File: config.mk
export PLATFORM = sky130hd
export DESIGN_NAME = vga_timing_gen
export DESIGN_NICKNAME = d
export VERILOG_FILES = /design/src/rtl/vga_pkg.sv /design/src/rtl/vga_axis_counter.sv /design/src/rtl/vga_timing_gen.sv
export SDC_FILE = /design/constraint.sdc
export NUM_CORES = 1
export LEC_CHECK = 0
export CORE_MARGIN = 5
export CORE_UTILIZATION = 35
export DETAILED_ROUTE_END_ITERATION = 12
export GPL_TIMING_DRIVEN = 0
export HOLD_SLACK_MARGIN = 0.06
export PLACE_DENSITY = 0.54
export SLEW_MARGIN = 20
export SYNTH_ARGS = -nofsm -noshare
export SYNTH_HDL_FRONTEND = slang
export SYNTH_SLANG_ARGS = --single-unit
File: constraint.sdc
create_clock -name clk_i -period 2.35 [get_ports clk_i]
set_input_delay 0.705 -clock clk_i [delete_from_list [all_inputs] [get_ports clk_i]]
set_output_delay 0.705 -clock clk_i [all_outputs]
set_load 0.01 [all_outputs]
File: src/rtl/vga_pkg.sv
// vga_pkg: shared types and constants for the VGA timing generator.
//   - vga_mode_e : output colour source selection
//   - DEF_*      : default 800x600@72 timing (50 MHz pixel clock)
//   - h_total / v_total : total clocks per line / lines per frame
package vga_pkg;

    typedef enum logic [1:0] {
        VGA_EXT   = 2'd0,
        VGA_BARS  = 2'd1,
        VGA_CHECK = 2'd2,
        VGA_RAMP  = 2'd3
    } vga_mode_e;

    localparam int DEF_H_VISIBLE = 800;
    localparam int DEF_H_FP      = 56;
    localparam int DEF_H_SYNC    = 120;
    localparam int DEF_H_BP      = 64;
    localparam int DEF_V_VISIBLE = 600;
    localparam int DEF_V_FP      = 37;
    localparam int DEF_V_SYNC    = 6;
    localparam int DEF_V_BP      = 23;

    function automatic int h_total(input int visible, input int fp, input int sync, input int bp);
        return visible + fp + sync + bp;
    endfunction

    function automatic int v_total(input int visible, input int fp, input int sync, input int bp);
        return visible + fp + sync + bp;
    endfunction

endpackage

File: src/rtl/vga_axis_counter.sv
// vga_axis_counter: one timing axis (horizontal or vertical).
// Counts 0..TOTAL-1 while en_i is high and wraps to 0.
//   clk_i, rst_i : clock, synchronous active-high reset
//   en_i         : advance the counter this cycle
//   count_o      : current position (register output)
//   wrap_o       : count is at TOTAL-1 and will wrap on this edge
//   visible_o    : count < VISIBLE
//   sync_o       : sync level for the current count, POL when active
module vga_axis_counter
    import vga_pkg::*;
#(
    parameter int VISIBLE = DEF_H_VISIBLE,
    parameter int FP      = DEF_H_FP,
    parameter int SYNC    = DEF_H_SYNC,
    parameter int BP      = DEF_H_BP,
    parameter bit POL     = 1'b1,
    parameter int W       = $clog2(h_total(VISIBLE, FP, SYNC, BP))
) (
    input  logic         clk_i,
    input  logic         rst_i,
    input  logic         en_i,
    output logic [W-1:0] count_o,
    output logic         wrap_o,
    output logic         visible_o,
    output logic         sync_o
);

    localparam int            TOTAL    = h_total(VISIBLE, FP, SYNC, BP);
    localparam int            SYNC_BEG = VISIBLE + FP;
    localparam int            SYNC_END = VISIBLE + FP + SYNC;
    localparam logic [W-1:0]  LAST     = W'(TOTAL - 1);

    logic [W-1:0] count_q, count_d;
    logic         at_last;

    always_comb begin
        at_last = (count_q == LAST);
        count_d = count_q;
        if (en_i) begin
            count_d = at_last ? '0 : count_q + 1'b1;
        end
    end

    always_ff @(posedge clk_i) begin
        if (rst_i) begin
            count_q <= '0;
        end else begin
            count_q <= count_d;
        end
    end

    assign count_o   = count_q;
    assign wrap_o    = en_i && at_last;
    assign visible_o = (int'(count_q) < VISIBLE);
    assign sync_o    = ((int'(count_q) >= SYNC_BEG) && (int'(count_q) < SYNC_END)) ? POL : ~POL;

endmodule

File: src/rtl/vga_timing_gen.sv
// vga_timing_gen: parametrised VGA timing plus pixel pipeline.
//   clk_i, rst_i      : pixel clock, synchronous active-high reset
//   mode_i            : 0 external, 1 colour bars, 2 checkerboard, 3 ramp
//   ext_rgb_i         : external {R,G,B}, valid PIX_LAT clocks after its x/y
//   x_o, y_o          : current pixel coordinates (counter registers)
//   req_de_o          : x/y inside the visible area
//   line_start_o      : x == 0
//   frame_start_o     : x == 0 and y == 0
//   rgb_o, hsync_o, vsync_o, de_o : registered outputs, PIX_LAT+1 clocks
//                       behind the x/y that produced them
module vga_timing_gen
    import vga_pkg::*;
#(
    parameter int H_VISIBLE  = DEF_H_VISIBLE,
    parameter int H_FP       = DEF_H_FP,
    parameter int H_SYNC     = DEF_H_SYNC,
    parameter int H_BP       = DEF_H_BP,
    parameter int V_VISIBLE  = DEF_V_VISIBLE,
    parameter int V_FP       = DEF_V_FP,
    parameter int V_SYNC     = DEF_V_SYNC,
    parameter int V_BP       = DEF_V_BP,
    parameter bit HS_POL     = 1'b1,
    parameter bit VS_POL     = 1'b1,
    parameter int COLOR_BITS = 2,
    parameter int PIX_LAT    = 1,
    parameter int CHK_LOG2   = 5,
    localparam int HW        = $clog2(h_total(H_VISIBLE, H_FP, H_SYNC, H_BP)),
    localparam int VW        = $clog2(v_total(V_VISIBLE, V_FP, V_SYNC, V_BP)),
    localparam int RGBW      = 3 * COLOR_BITS
) (
    input  logic            clk_i,
    input  logic            rst_i,
    input  logic [1:0]      mode_i,
    input  logic [RGBW-1:0] ext_rgb_i,
    output logic [HW-1:0]   x_o,
    output logic [VW-1:0]   y_o,
    output logic            req_de_o,
    output logic            line_start_o,
    output logic            frame_start_o,
    output logic [RGBW-1:0] rgb_o,
    output logic            hsync_o,
    output logic            vsync_o,
    output logic            de_o
);

    localparam int              BAR_W    = H_VISIBLE / 8;
    localparam logic [HW-1:0]   BAR_LAST = HW'(BAR_W - 1);
    // Single-bit masks select the checkerboard bit; they collapse to 0
    // when the square size exceeds the counter width.
    localparam logic [HW-1:0]   CHK_XM   = HW'(1) << CHK_LOG2;
    localparam logic [VW-1:0]   CHK_YM   = VW'(1) << CHK_LOG2;

    typedef struct packed {
        logic            de;
        logic            hs;
        logic            vs;
        logic            ext;
        logic [RGBW-1:0] pat;
    } pix_t;

    localparam pix_t PIX_IDLE = '{de: 1'b0, hs: ~HS_POL, vs: ~VS_POL, ext: 1'b0, pat: '0};

    // ---------------- counters ----------------
    logic h_wrap, h_vis, h_sync;
    logic v_wrap, v_vis, v_sync;

    vga_axis_counter #(
        .VISIBLE(H_VISIBLE), .FP(H_FP), .SYNC(H_SYNC), .BP(H_BP), .POL(HS_POL), .W(HW)
    ) u_h (
        .clk_i(clk_i), .rst_i(rst_i), .en_i(1'b1),
        .count_o(x_o), .wrap_o(h_wrap), .visible_o(h_vis), .sync_o(h_sync)
    );

    vga_axis_counter #(
        .VISIBLE(V_VISIBLE), .FP(V_FP), .SYNC(V_SYNC), .BP(V_BP), .POL(VS_POL), .W(VW)
    ) u_v (
        .clk_i(clk_i), .rst_i(rst_i), .en_i(h_wrap),
        .count_o(y_o), .wrap_o(v_wrap), .visible_o(v_vis), .sync_o(v_sync)
    );

    assign req_de_o      = h_vis && v_vis;
    assign line_start_o  = (x_o == '0);
    assign frame_start_o = (x_o == '0) && (y_o == '0);

    // ---------------- mode ----------------
    // v_wrap is only high on the last pixel of the frame, so the new mode
    // becomes active exactly with the next frame's first pixel.
    vga_mode_e mode_q;

    always_ff @(posedge clk_i) begin
        if (rst_i || v_wrap) begin
            mode_q <= vga_mode_e'(mode_i);
        end
    end

    // ---------------- bar counter ----------------
    // Tracks the bar for the current x; bar 7 absorbs the remainder.
    logic [2:0]    bar_q, bar_d;
    logic [HW-1:0] bar_cnt_q, bar_cnt_d;

    always_comb begin
        bar_d     = bar_q;
        bar_cnt_d = bar_cnt_q;
        if (h_wrap) begin
            bar_d     = '0;
            bar_cnt_d = '0;
        end else if (bar_q != 3'd7) begin
            if (bar_cnt_q == BAR_LAST) begin
                bar_d     = bar_q + 1'b1;
                bar_cnt_d = '0;
            end else begin
                bar_cnt_d = bar_cnt_q + 1'b1;
            end
        end
    end

    always_ff @(posedge clk_i) begin
        if (rst_i) begin
            bar_q     <= '0;
            bar_cnt_q <= '0;
        end else begin
            bar_q     <= bar_d;
            bar_cnt_q <= bar_cnt_d;
        end
    end

    // ---------------- pattern / pipeline entry ----------------
    logic [COLOR_BITS-1:0] ramp;
    logic [RGBW-1:0]       pat;
    pix_t                  cur;

    always_comb begin
        ramp = COLOR_BITS'(x_o >> 5);
        pat  = '0;
        unique case (mode_q)
            VGA_BARS:  pat = {{COLOR_BITS{bar_q[2]}}, {COLOR_BITS{bar_q[1]}}, {COLOR_BITS{bar_q[0]}}};
            VGA_CHECK: pat = ((|(x_o & CHK_XM)) ^ (|(y_o & CHK_YM))) ? '1 : '0;
            VGA_RAMP:  pat = {3{ramp}};
            default:   pat = '0;
        endcase
        cur     = PIX_IDLE;
        cur.de  = req_de_o;
        cur.hs  = h_sync;
        cur.vs  = v_sync;
        cur.ext = (mode_q == VGA_EXT);
        cur.pat = pat;
    end

    // Internal patterns, syncs and DE wait PIX_LAT clocks so they line up
    // with ext_rgb_i arriving from the external source.
    pix_t tail;

    generate
        if (PIX_LAT == 0) begin : g_nolat
            assign tail = cur;
        end else begin : g_lat
            pix_t pipe_q [PIX_LAT];

            always_ff @(posedge clk_i) begin
                if (rst_i) begin
                    for (int i = 0; i < PIX_LAT; i++) pipe_q[i] <= PIX_IDLE;
                end else begin
                    pipe_q[0] <= cur;
                    for (int i = 1; i < PIX_LAT; i++) pipe_q[i] <= pipe_q[i-1];
                end
            end

            assign tail = pipe_q[PIX_LAT-1];
        end
    endgenerate

    // ---------------- output register ----------------
    logic [RGBW-1:0] rgb_q;
    logic            hs_q, vs_q, de_q;

    always_ff @(posedge clk_i) begin
        if (rst_i) begin
            rgb_q <= '0;
            hs_q  <= ~HS_POL;
            vs_q  <= ~VS_POL;
            de_q  <= 1'b0;
        end else begin
            rgb_q <= !tail.de ? '0 : (tail.ext ? ext_rgb_i : tail.pat);
            hs_q  <= tail.hs;
            vs_q  <= tail.vs;
            de_q  <= tail.de;
        end
    end

    assign rgb_o   = rgb_q;
    assign hsync_o = hs_q;
    assign vsync_o = vs_q;
    assign de_o    = de_q;

endmodule

==> results of run 1 <==
-- registers in the layout, indices dropped and copies added, names as in the netlist --
| name | count |
|---|---|
| bar_cnt_q | 11 |
| bar_q | 3 |
| de_o | 1 |
| g_lat.pipe_q | 10 |
| hsync_o | 1 |
| mode_q | 2 |
| rgb_o | 6 |
| u_h.count_o | 11 |
| u_v.count_o | 10 |
| vsync_o | 1 |
-- Yosys cell counts --
master     n
nor3_4     2
xor2_1    16
a21oi_1   16
or4_1      5
buf_6      1
nor4_1     2
nand2b_1   3
nor2b_1    7
nand2_1   14
mux2i_1   10
nor3b_1    1
a211oi_1   1
o21a_1     1
xnor2_1    8
and3_1     7
buf_4      1
nor4b_1    1
clkbuf_1   5
nand4_1   11
edfxtp_1   2
nand3_1    7
nand3_4    1
and2_1     4
buf_1      1
and4_1     3
o31ai_1    5
and3b_1    1
nand4b_1   1
mux2_2     1
or3_1      4
ha_1       9
o41ai_2    1
buf_2      3
nor4bb_1   1
o21ai_0    8
inv_1      8
nor3_1     4
nor2_1    40
dfxtp_1   54
-- cell usage in the layout (no fill, tap or decap), types with 8 or more instances in the layout --
cell,Yosys,layout
xnor2_1,8,8
ha_1,9,9
clkdlybuf4s50_1,0,39
dfxtp_1,54,50
nor2_1,40,39
nand4_1,11,11
mux2i_1,10,10
a21oi_1,16,16
inv_1,8,8
o21ai_0,8,8
xor2_1,16,16
nand2_1,14,14
-- power by group through the flow --
stage          Clock [mW]  Sequential (mW)  Combinational [mW]
2_1_floorplan           0             1.00              0.0494
3_3_place_gp            0             1.00               0.103
3_5_place_dp            0             1.00               0.103
4_1_cts             0.588            0.980              0.0993
5_1_grt             0.636            0.983               0.111
6_report            0.564            0.980              0.0983
-- kinds of logic after synthesis --
family / share of synthesized area, %
compound gates: 7.55
flops: 45.6
mux: 4.45
buf+inv: 3.45
xor+xnor: 8.40
fa+ha+maj: 4.50
simple gates: 26.1
-- timing repair --
item | 4_1_cts | 5_1_grt
pin swaps | 6 | 3
resized for setup | 19 | 3
endpoints found under the setup margin | 3 | 5
setup buffers | 4 | 0
-- through the flow --
step / cell area (um2) / hold WS, ps / utilization [%] / cells
finish: 3200 / 458 / 46.5 / 418
global route: 3200 / 478 / 46.5 / 418
CTS: 3200 / 462 / 46.6 / 419
detailed placement: 3040 / 448 / 44.3 / 408
global placement: 3040 / 447 / 44.3 / 408
floorplan: 2500 / 414 / - / 270
-- worst max path at each step --
stage / start / endpoint / slack, ps / cells after the start
3_5_place_dp: u_v.count_o[5]$_SDFFE_PP0N_ / frame_start_o / -560 / 6
2_1_floorplan: u_v.count_o[5]$_SDFFE_PP0N_ / frame_start_o / 70 / 5
5_1_grt: u_v.count_o[5]$_SDFFE_PP0N_ / frame_start_o / -380 / 5
4_1_cts: u_v.count_o[5]$_SDFFE_PP0N_ / frame_start_o / -380 / 5
3_3_place_gp: u_v.count_o[5]$_SDFFE_PP0N_ / frame_start_o / -560 / 6
6_report: u_v.count_o[5]$_SDFFE_PP0N_ / frame_start_o / -310 / 5
-- area by class of cell --
type	count	area [um2]
buffer	9	41.3
tap	96	120
fill	697	3670
timing repair buffer	46	439
multi-input combinational	195	1320
inverter	8	30.0
sequential	56	1150
clock buffer	8	100
-- routing by layer --
| metal | track usage, % | vias to the layer above | routed length, um |
|---|---|---|---|
| met2 | 20.6 | 37 | 2360 |
| met3 | 2.87 | 7 | 214 |
| met5 | 0 | - | 0 |
| li1 | - | 1047 | - |
| met1 | 18.1 | 873 | 2610 |
| met4 | 4.33 | 0 | 74 |
==> run metrics, run 1 <==
outcome=finished with violations; failing checks=negative setup slack; root buffer cell=clkbuf_8; Leak=1.18 nW; die height=94.6 um; Clock transition at path regs=100 ps; number of max-cap violations=0; final hold viol count=0; full die area=8940 um2; Fmax=376 MHz; routed vias=1964; CTS max path bufs=2; drt first pass iters=4; startpoint types=register; Comb pwr share=6.0%; drt drc=0; first-pass GRT wire length=9.45 mm; Bufs and invs on worst path=1; largest net degree at the start of global routing=17; Worst Setup End Kind=output port; CP peak stage delay=380 ps; I/O Buffers=42; worst flop-to-flop path startpoint=u_h.count_o[1]$_SDFF_PP0_; Hold Startpoint=g_lat.pipe_q[0][7]$_SDFF_PP0_; Synthesized Nets=289; cts hold-fix bufs=0; top cell family by delay on the critical path=simple AND/OR/NAND/NOR gates; CP dominant cell by count=or3_4; Register-to-Register Setup Slack=300 ps; total power per unit cell area=514 nW/um2; vias per cell=4.70; Overall Power=1.64 mW; Setup Viol. Count Final=1; Synth area leaders=dfxtp_1 (43%), nor2_1 (6.0%), xor2_1 (5.6%); vias in the first global route=2006; die width=94.6 um; Post-Synthesis Cells=270; Critical-path top delay cell=or3_4; hpwl dp=3.77 mm; Post-Syn Area=2500 um2; top cell type by total area after synthesis=dfxtp_1; clock network latency to the later pin of the worst-skew pair=310 ps; Max Transition Viols Final=0; Critical Path RT=1640 ps; path depth of the worst reg2reg path=5; final setup margin=-308 ps; FF+latch count, synth=56; WL per Instance=12.6 um; DP Worst Slack=-555 ps; drt total wl=5.26 mm; period utilization=113%; Routed Antenna Nets=0; Cell variety after synth=39; Setup TNS Final=-308 ps; Final Critical Period=2660 ps; RSZ-0062 raised after global routing=true; FF-to-FF End=mode_q[1]$_DFFE_PP_; Slew HR=67.8%; CTS tree=yes; Ys Warns=0; Global Route Usage Sum=13.2%; Crit Path Category=reg2out; Hold Path Class=reg2reg; sw power=0.356 mW; Initial Util=36.4%; Core Rows=30; sequential area share after synthesis=45.6%; Initial DRC Count=45; n_diodes=0; Layout Nets=340; clock skew after layout=13.7 ps; initial antenna violation count=0; Sink Count=56; Clock Power Share=34.3%; syn_area_per_cell=9.27 um2; WHS Endpoint=vsync_o$_SDFF_PP0_; sequential share of power=59.7%; hold-critical path depth=1; H-tree levels=2; Max VDD drop=261 uV; worst-path cell chain=or3_4 -> or3_4 -> nor4bb_4 -> and2_1 -> buf_2; Worst Path Arrival=1950 ps; worst-margin pin slew=483 ps; clock buffer count from CTS=5; IO Pins=43; routability cong.=0.759; area share of the leading cell type in the synthesized netlist=43.2%; Placeable Area=6870 um2; Int Pwr=1.29 mW; Switching Fraction=21.7%; share of cells above drive strength 1=9.94%; CP Max Fanout=2; area grow syn2layout=27.7%; GR Overflow Total=0
(Power assumes the default switching activity.)
==> run 2, diff against run 1 <==
--- a/config.mk
+++ b/config.mk
@@ -11,7 +11,7 @@
 export GPL_TIMING_DRIVEN = 0
 export HOLD_SLACK_MARGIN = 0.06
 export PLACE_DENSITY = 0.54
-export SLEW_MARGIN = 20
 export SYNTH_ARGS = -nofsm -noshare
 export SYNTH_HDL_FRONTEND = slang
+export SYNTH_HIERARCHICAL = 1
 export SYNTH_SLANG_ARGS = --single-unit
==> run 2 against run 1 <==
  * The flow now finishes without violations
  * Synthesized area increased by 1.6%
  * Final area increased by 7.5%
  * Synthesized cell count increased by 1.5%
  * Die area increased by 1.5%
  * Register-to-register slack got worse by 210 ps
  * Largest cell class unchanged
  * Hold slack got worse by 0.67 ps
  * Sequential share of layout area decreased by 1.8 points
==> run metrics, run 2 <==
Post-Syn Area=2540 um2 (+1.6%); Worst Path Arrival=1620 ps (-330 ps); Crit Path Category=reg2out; initial antenna violation count=0 (unchanged); most common cell after layout, fill and taps aside=dfxtp_1; Hold Path Class=reg2reg; Fmax=430 MHz (+14%); Switching Fraction=23.8% (+2.1 points); I/O Buffers=42 (unchanged); clock skew after layout=8.36 ps (-5.38 ps); outcome=completed; placed insts=415 (+1.7%); Routed Antenna Nets=0 (unchanged); sequential share of power=60.0% (+0.3 points); n_diodes=0 (unchanged); Clock transition at path regs=100 ps (about the same); clock network latency to the later pin of the worst-skew pair=310 ps (about the same); Post-Synthesis Cells=274 (+1.5%); syn_area_per_cell=9.29 um2 (+0.17%); EDFF count, synth=2 (unchanged); Layout Nets=358 (+5.3%); Synth area leaders=dfxtp_1 (42%), mux2i_1 (4.3%), nor2_1 (4.3%); final core area utilization=47.9% (+1.3 points); Initial DRC Count=37 (-18%); GR Overflow Total=0 (unchanged); worst-margin pin slew=527 ps (+43.8 ps); Ys Warns=6 (+6); Cell variety after synth=43 (+10%); hpwl dp=3.79 mm (+0.48%); IO Pins=43 (unchanged); Max Transition Viols Final=0 (unchanged); startpoint types=register; Multi-input gate area=1430 um2 (+8.8%); Int Pwr=1.24 mW (-3.3%); clock buffer count from CTS=5 (unchanged); largest family of logic cells by synthesized area=simple AND/OR/NAND/NOR gates; Global Route Usage Sum=12.9% (-0.28 points); vias in the first global route=2010 (+0.20%); die height=95.3 um (+0.73%); CP peak stage delay=540 ps (+160 ps); most frequent cells in the layout=dfxtp_1 (40), clkdlybuf4s50_1 (39), nor2_1 (29), buf_4 (18), a21oi_1 (17); Sink Count=56 (unchanged); root buffer cell=clkbuf_8; Comb pwr share=7.6% (+1.6 points); largest net degree at the start of global routing=18 (+1); XOR/XNOR Fraction of Synth Area=6.88% (-1.5 points); post-synthesis adder-cell area fraction=3.93% (-0.56 points); asr flop ratio synth=0% (unchanged); WL per Instance=12.9 um (+2.5%); final non-filler cell total=440 (+5.3%); area share of the leading cell type in the synthesized netlist=42.5% (-0.70 points); fill count=699 (+0.29%); routed vias=2147 (+9.3%); complex-gate fraction of the synthesized area=10.4% (+2.8 points); final instance area=3440 um2 (+7.5%); final setup margin=21.9 ps (+330 ps); drt first pass iters=4 (unchanged); CTS tree=yes; Bufs and invs on worst path=1 (unchanged); top cell type by total area after synthesis=dfxtp_1; top cell family by delay on the critical path=simple AND/OR/NAND/NOR gates; Worst Setup End Kind=output port; Post-Synth Simple-Gate Area=26.6% (+0.56 points); vias per cell=4.88 (+3.9%); Area after DPL=3100 um2 (+1.8%); RSZ-0062 raised after global routing=true; sw power=0.389 mW (+9.2%); Clock Power Share=32.4% (-1.9 points); number of max-cap violations=0 (unchanged); mux contribution to synthesized area=4.33% (-0.12 points); DP Worst Slack=-329 ps (+226 ps); FF+latch count, synth=56 (unchanged); Final Critical Period=2330 ps (-330 ps); routability cong.=0.794 (+4.7%); Setup Viol. Count Final=0 (-1); worst-path cell chain=or4_4 -> nor3_4 -> and3_1 -> buf_2; H-tree levels=2 (unchanged); final hold viol count=0 (unchanged); Slew HR=64.9% (-2.9 points); Initial Util=35.5% (-0.98 points); first-pass GRT wire length=9.35 mm (-1.0%); CP Max Fanout=2 (unchanged); sequential area share after synthesis=44.8% (-0.74 points); Placeable Area=7180 um2 (+4.5%); Leak=1.25 nW (+6.5%); Seq. cell area=1170 um2 (+2.0%); top-count cell post-synth=dfxtp_1; Synthesized Nets=292 (+1.0%); Synth top cells by count=dfxtp_1 (54), nor2_1 (29), a21oi_1 (18); share of cells above drive strength 1=19.9% (+10 points); die width=95.3 um (+0.73%); total power per unit cell area=475 nW/um2 (-7.5%); most frequently used flop master after synthesis=dfxtp_1; period utilization=99.1% (-14 points); Critical-path top delay cell=or4_4; hold_ws=457 ps (-0.670 ps); drt drc=0 (unchanged); Core Rows=31 (+3.3%); CTS max path bufs=2 (unchanged); Critical Path RT=1640 ps (about the same); drt total wl=5.67 mm (+7.9%); area grow syn2layout=35.0%; full die area=9080 um2 (+1.5%); Max VDD drop=220 uV (-16%)
-- run 2: final timing paths --
check                                                   start                     endpoint  slack, ps  cells past startpoint
worst max-delay path              u_v/count_o[7]$_SDFFE_PP0P_                frame_start_o         20                      4
worst min-delay path            g_lat.pipe_q[0][7]$_SDFF_PP0_           vsync_o$_SDFF_PP0_        460                      1
worst max register to register    u_h/count_o[4]$_SDFFE_PP0P_  u_v/count_o[8]$_SDFFE_PP0P_         90                      7
worst min register to register  g_lat.pipe_q[0][7]$_SDFF_PP0_           vsync_o$_SDFF_PP0_        460                      1
-- run 2: what timing repair did --
item,CTS,global route
setup buffers,11,6
endpoints found under the setup margin,15,16
gates resized for setup,29,19
hold buffers,0,0
endpoints found under the hold margin,0,0
pin swaps,6,4
-- run 2: cell type report --
cell class / count / area share, %
sequential: 56 / 34.2
tap: 99 / 3.61
clock buffer: 6 / 2.11
inverter: 9 / 0.983
clock inverter: 2 / 0.473
multi-input combinational: 202 / 41.7
buffer: 7 / 1.20
timing repair buffer: 59 / 15.8
-- run 2: metal layers --
metal	vias up	global-route usage [%]	share of wire [%]	wire length (um)
met5	-	0	0	0
met4	0	3.25	1.1	65
met3	5	3.24	3.8	217
met2	37	22.0	48	2710
met1	1010	16.4	47	2680
li1	1095	-	-	-
-- run 2: cells by family (layout without fill, tap and decap cells) --
family / after synthesis / after routing
and+or+nand+nor: 122 / 122
DFF: 56 / 56
AOI/OAI and AO/OA: 40 / 40
xor gates and xnor gates: 20 / 20
buffers and inverters: 16 / 83
muxes: 11 / 11
adders and majority gates: 8 / 8
other: 1 / 1
-- run 2: power groups by stage --
| stage | clock [mW] | sequential, mW | combinational, mW |
|---|---|---|---|
| 3_3_place_gp | 0 | 1.01 | 0.115 |
| 5_1_grt | 0.590 | 0.983 | 0.138 |
| 2_1_floorplan | 0 | 1.01 | 0.0610 |
| 4_1_cts | 0.561 | 0.979 | 0.115 |
| 6_report | 0.529 | 0.980 | 0.125 |
| 3_5_place_dp | 0 | 1.01 | 0.116 |
-- run 2: stage by stage --
| stage | setup TNS, ps | power, mW |
|---|---|---|
| final | 0 | 1.63 |
| after detailed placement | -2700 | 1.12 |
| after floorplan | 0 | 1.07 |
| after global routing | -51.4 | 1.71 |
| after CTS | -78.7 | 1.65 |
| after global placement | -2540 | 1.12 |
==> RTL change 1 (settings of run 2) <==
The parameter `VS_POL` goes from 1'b1 to 1'b0.
--- a/src/rtl/vga_timing_gen.sv
+++ b/src/rtl/vga_timing_gen.sv
@@ -21,5 +21,5 @@
     parameter int V_BP       = DEF_V_BP,
     parameter bit HS_POL     = 1'b1,
-    parameter bit VS_POL     = 1'b1,
+    parameter bit VS_POL     = 1'b0,
     parameter int COLOR_BITS = 2,
     parameter int PIX_LAT    = 1,
Formal check against the unedited RTL: not equivalent (Yosys sat finds a counterexample within 4 cycles, from zero or initial values and one cycle with rst_i high).
==> RTL change 1 against run 2 <==
  * Setup slack lost 6.4 ps
  * Design area shrank 1.7%
  * Wire length shrank 1.6%
  * Power grew 0.44%
  * Sequential cell count is the same
  * Die area is essentially flat
  * Synthesized cell count is the same
  * Area after synthesis is essentially flat
  * Largest cell class unchanged
  * Largest power group unchanged
==> RTL change 1: results (changes against run 2) <==
----------------------------------------------------
[Placed design]
  Detailed placement HPWL ... 3740 um (-1.4%)
  RePlAce Congestion ... 0.768 (-3.3%)
  Worst-case setup slack after placement ... -280 ps (+49.3 ps)
  DP Area ... 3100 um^2 (about the same)

[Global routing]
  Number of global-route vias before repair ... 2021 (+0.55%)
  GR Util All Layers ... 0.129 (-0.000850)

[Routing]
  WL met2 ... 2640 um (-2.6%)
  First-iteration detailed-routing DRC count ... 52 (+41%)
  Total wirelength of the detailed-routed design ... 5580 um (-1.6%)
  Via count ... 2081 (-3.1%)
  Routed wire length on met3 ... 259 um (+19%)
  Met1 Wirelength ... 2650 um (-1.3%)

[Clock network]
  Root buffer cell ... sky130_fd_sc_hd__clkbuf_8
  Cts bufs inserted ... 5 (unchanged)

[Timing]
  Min Hold Slack ... 420 ps (-36.7 ps)
  Crit share post-route ... 0.993 (+0.00272)
  Clk_skew ... 5.89 ps (-2.46 ps)

[Logic synthesis]
  Avg Synthesized Cell Area ... 9.30 um^2 (about the same)
  Post-synthesis sequential area ratio ... 0.448 (about the same)
  Mux cell area share after synthesis ... 0.0432 (about the same)
  Post-synthesis async set-or-reset flop share ... 0 (unchanged)
  Synthesized-area fraction occupied by ao, oa, aoi and oai cells ... 0.105 (+0.000880)
  Distinct cells, synth ... 42 (-2.3%)
  Synth Area in Adders ... 0.0393 (about the same)
  Fraction of synthesized cell area in xor and xnor cells ... 0.0688 (about the same)
  Top cells by instance count after synthesis ... 54 x sky130_fd_sc_hd__dfxtp_1, 29 x sky130_fd_sc_hd__nor2_1, 17 x sky130_fd_sc_hd__a21oi_1
  Top cells by area, synth ... sky130_fd_sc_hd__dfxtp_1 42%, sky130_fd_sc_hd__mux2i_1 4.3%, sky130_fd_sc_hd__nor2_1 4.3%, sky130_fd_sc_hd__ha_1 3.9%, sky130_fd_sc_hd__xnor2_1 3.8%

[Power]
  Seq pwr share ... 0.598 (-0.002)
  Largest vdd supply drop ... 0.000247 V (+12%)
  Comb power ... 0.116 mW (-7%)
  PD cells ... 486 nW/um^2 (+2.1%)
  P_sw ... 0.400 mW (+2.8%)
  Leakage power ... 1.23 nW (-2.3%)

[Critical path]
  Worst reg2reg setup slack ... 120 ps (+30 ps)
  Highest fanout seen on the critical path ... 7 (+5)
  Logic depth of the worst register-to-register path ... 6 (-1)
  Worst reg2reg endpoint ... u_v/count_o[9]

[Status]
  Outcome ... finished clean

[Cells and area]
  Share of post-route cells with drive strength above 1 ... 0.194 (-0.00587)

----------------------------------------------------
-- RTL change 1: cell count changes in the layout (fill, tap and decap cells not counted), sizes merged --
cell             run 2  this run
a21oi               18        17
or2                  1         3
clkinv               1         2
clkbuf               8         7
nor2b               10         8
inv                  9        10
a21o                 3         4
clkinvlp             1         0
-- RTL change 1: worst min-delay path by stage --
stage,start,endpoint,depth (start not counted)
after global routing,g_lat.pipe_q[0][7],vsync_o,1
after global placement,g_lat.pipe_q[0][7],vsync_o,1
after detailed placement,g_lat.pipe_q[0][7],vsync_o,1
after CTS,g_lat.pipe_q[0][7],vsync_o,1
after floorplan,g_lat.pipe_q[0][7],vsync_o,1
final,g_lat.pipe_q[0][7],vsync_o,1
-- RTL change 1: area by class of cell --
cell class | count | area [um^2]
Buffer | 7 | 41.3
Clock buffer | 5 | 68.8
Clock inverter | 3 | 22.5
Fill cell | 686 | 3800
Inverter | 9 | 33.8
Multi-Input combinational cell | 202 | 1380
Sequential cell | 56 | 1170
Tap cell | 99 | 124
Timing Repair Buffer | 59 | 537
-- RTL change 1: what timing repair did --
item	CTS	global route
pin swaps	5	4
endpoints found under the setup margin	15	7
hold buffers	0	0
gates resized for setup	20	15
buffers inserted	11	6
-- RTL change 1: per-layer routing --
| metal | GRT usage | up-vias |
|---|---|---|
| li1 | - | 1099 |
| met1 | 0.166 | 939 |
| met2 | 0.216 | 39 |
| met3 | 0.0308 | 4 |
| met4 | 0.0325 | 0 |
| met5 | 0 | - |
-- RTL change 1: critical path, cell delays in order, from the launching register on --
cell                      delay (ps)
sky130_fd_sc_hd__dfxtp_4         380
sky130_fd_sc_hd__or4_4           530
sky130_fd_sc_hd__nor3_2          120
sky130_fd_sc_hd__and3_1          170
sky130_fd_sc_hd__buf_2           120
==> RTL change 2 (config.mk and constraints of run 2) <==
Made on the original files. Put a register stage on the outputs `line_start_o` and `frame_start_o`, cleared by the reset. The values now appear one clock later. The other outputs are not delayed to match.
--- a/src/rtl/vga_timing_gen.sv
+++ b/src/rtl/vga_timing_gen.sv
@@ -80,6 +80,13 @@
 
     assign req_de_o      = h_vis && v_vis;
-    assign line_start_o  = (x_o == '0);
-    assign frame_start_o = (x_o == '0) && (y_o == '0);
+    always_ff @(posedge clk_i) begin
+        if (rst_i) begin
+            line_start_o  <= '0;
+            frame_start_o <= '0;
+        end else begin
+            line_start_o  <= (x_o == '0);
+            frame_start_o <= (x_o == '0) && (y_o == '0);
+        end
+    end
 
     // ---------------- mode ----------------
Formal check against the unedited RTL: not equivalent (a bounded check fails within 4 cycles, from zero or initial values and one cycle with rst_i high).
==> RTL change 2 against run 2 <==
  * Sequential power is 4% higher
  * Die area is 2.8% higher
  * First-iteration DRC count is 14% higher
  * Synthesized cell count is 1.1% higher
  * Setup slack better by 72 ps
  * Register-to-register slack better by 40 ps
  * Design area is 0.58% higher
  * Wire length is 2.7% higher
  * Area after synthesis is 3.1% higher
  * Power is 19% higher
  * Clock skew is 2.5 ps lower
  * Sequential cell count is 2 higher
  * Core utilization is 0.49 points lower
  * Critical endpoint is now req_de_o
  * Largest power group unchanged
  * Highest routed layer unchanged
==> RTL change 2: results (changes against run 2) <==
----------------------------------------------------
[Status]
  Outcome ... finished clean

[Global routing]
  Number of global-route vias before repair ... 2037 (+1.3%)
  Met3 Track Usage GR ... 0.0482 (+0.0158)
  GR Util All Layers ... 0.129 (-0.000817)
  Wire length of the first global-routing pass ... 9930 um (+6.2%)
  Met1 usage ... 0.172 (+0.00809)

[Logic synthesis]
  Number of register bits inferred by synthesis ... 58 (+3.6%)
  Mux cell area share after synthesis ... 0.0419 (-0.00132)
  Total nets after synthesis ... 295 (+1.0%)
  Top cells by instance count after synthesis ... 56 x sky130_fd_sc_hd__dfxtp_1, 25 x sky130_fd_sc_hd__nor2_1, 17 x sky130_fd_sc_hd__a21oi_1
  Synth Area in Adders ... 0.0381 (-0.00120)
  Avg Synthesized Cell Area ... 9.48 um^2 (+2.0%)
  Distinct cells, synth ... 46 (+7.0%)
  Top cells by area, synth ... sky130_fd_sc_hd__dfxtp_1 43%, sky130_fd_sc_hd__mux2i_1 4.2%, sky130_fd_sc_hd__ha_1 3.8%, sky130_fd_sc_hd__xor2_1 3.7%, sky130_fd_sc_hd__nor2_1 3.6%
  Synthesized-area fraction occupied by ao, oa, aoi and oai cells ... 0.0968 (-0.00698)

[Cells and area]
  Final Non-Filler Cells ... 441 (+0.23%)
  Share of post-route cells with drive strength above 1 ... 0.181 (-0.0181)
  Layout clock buffers ... 11 (+5)
  Sequential standard cell area ... 1200 um^2 (+2.3%)
  Layout clock area frac ... 0.0496 (+0.0237)
  Non-clock inverter count in the final layout ... 8 (-1)
  Post-route design area ... 3460 um^2 (+0.58%)

[Routing]
  Via count ... 2167 (+0.93%)
  WL met2 ... 2570 um (-5.2%)
  Met1 Wirelength ... 2890 um (+7.5%)
  WL/cell ... 13.2 um (+2.5%)

[Placed design]
  Cells after DPL ... 418 (+0.72%)
  Detailed placement HPWL ... 3830 um (+1.1%)
  RePlAce Congestion ... 0.815 (+2.6%)

[Critical path]
  Data arrival time of the critical path ... 1550 ps (-70 ps)
  Worst reg2reg setup slack ... 130 ps (+40 ps)
  Worst reg2reg endpoint ... u_v/count_o[5]
  Beginning of the critical path ... u_h/count_o[6]

[Clock network]
  Cts bufs inserted ... 9 (+4)
  Clock transition time at the flip-flop clock pins of the worst setup and hold paths ... 70 ps (-30 ps)
  Total of cells resized after clock tree synthesis ... 13 (-55%)
  Clk Latency, worst-skew pair ... 340 ps (+30 ps)

[Floorplanning]
  Die area ... 9330 um^2 (+2.8%)

[Power]
  P_sw ... 0.467 mW (+20%)
  Largest vdd supply drop ... 0.000235 V (+7.1%)

----------------------------------------------------
[RTL change 2: changes by cell type after synthesis, moves of 2 or more]
| cell | before | now |
|---|---|---|
| sky130_fd_sc_hd__and3_1 | 1 | 4 |
| sky130_fd_sc_hd__dfxtp_1 | 54 | 56 |
| sky130_fd_sc_hd__nand2_1 | 16 | 14 |
| sky130_fd_sc_hd__nand3b_1 | 2 | 0 |
| sky130_fd_sc_hd__nand4b_1 | 0 | 2 |
| sky130_fd_sc_hd__nor2_1 | 29 | 25 |
| sky130_fd_sc_hd__nor2_2 | 0 | 3 |
| sky130_fd_sc_hd__nor2b_1 | 9 | 11 |
| sky130_fd_sc_hd__xor2_1 | 9 | 11 |
[RTL change 2: power groups by stage]
stage / Clock, mW / Sequential, mW / Combinational [mW]
after floorplan: 0 / 1.05 / 0.0576
after global placement: 0 / 1.05 / 0.110
after detailed placement: 0 / 1.05 / 0.111
after CTS: 0.835 / 1.02 / 0.114
after global routing: 0.880 / 1.03 / 0.125
final: 0.801 / 1.02 / 0.113
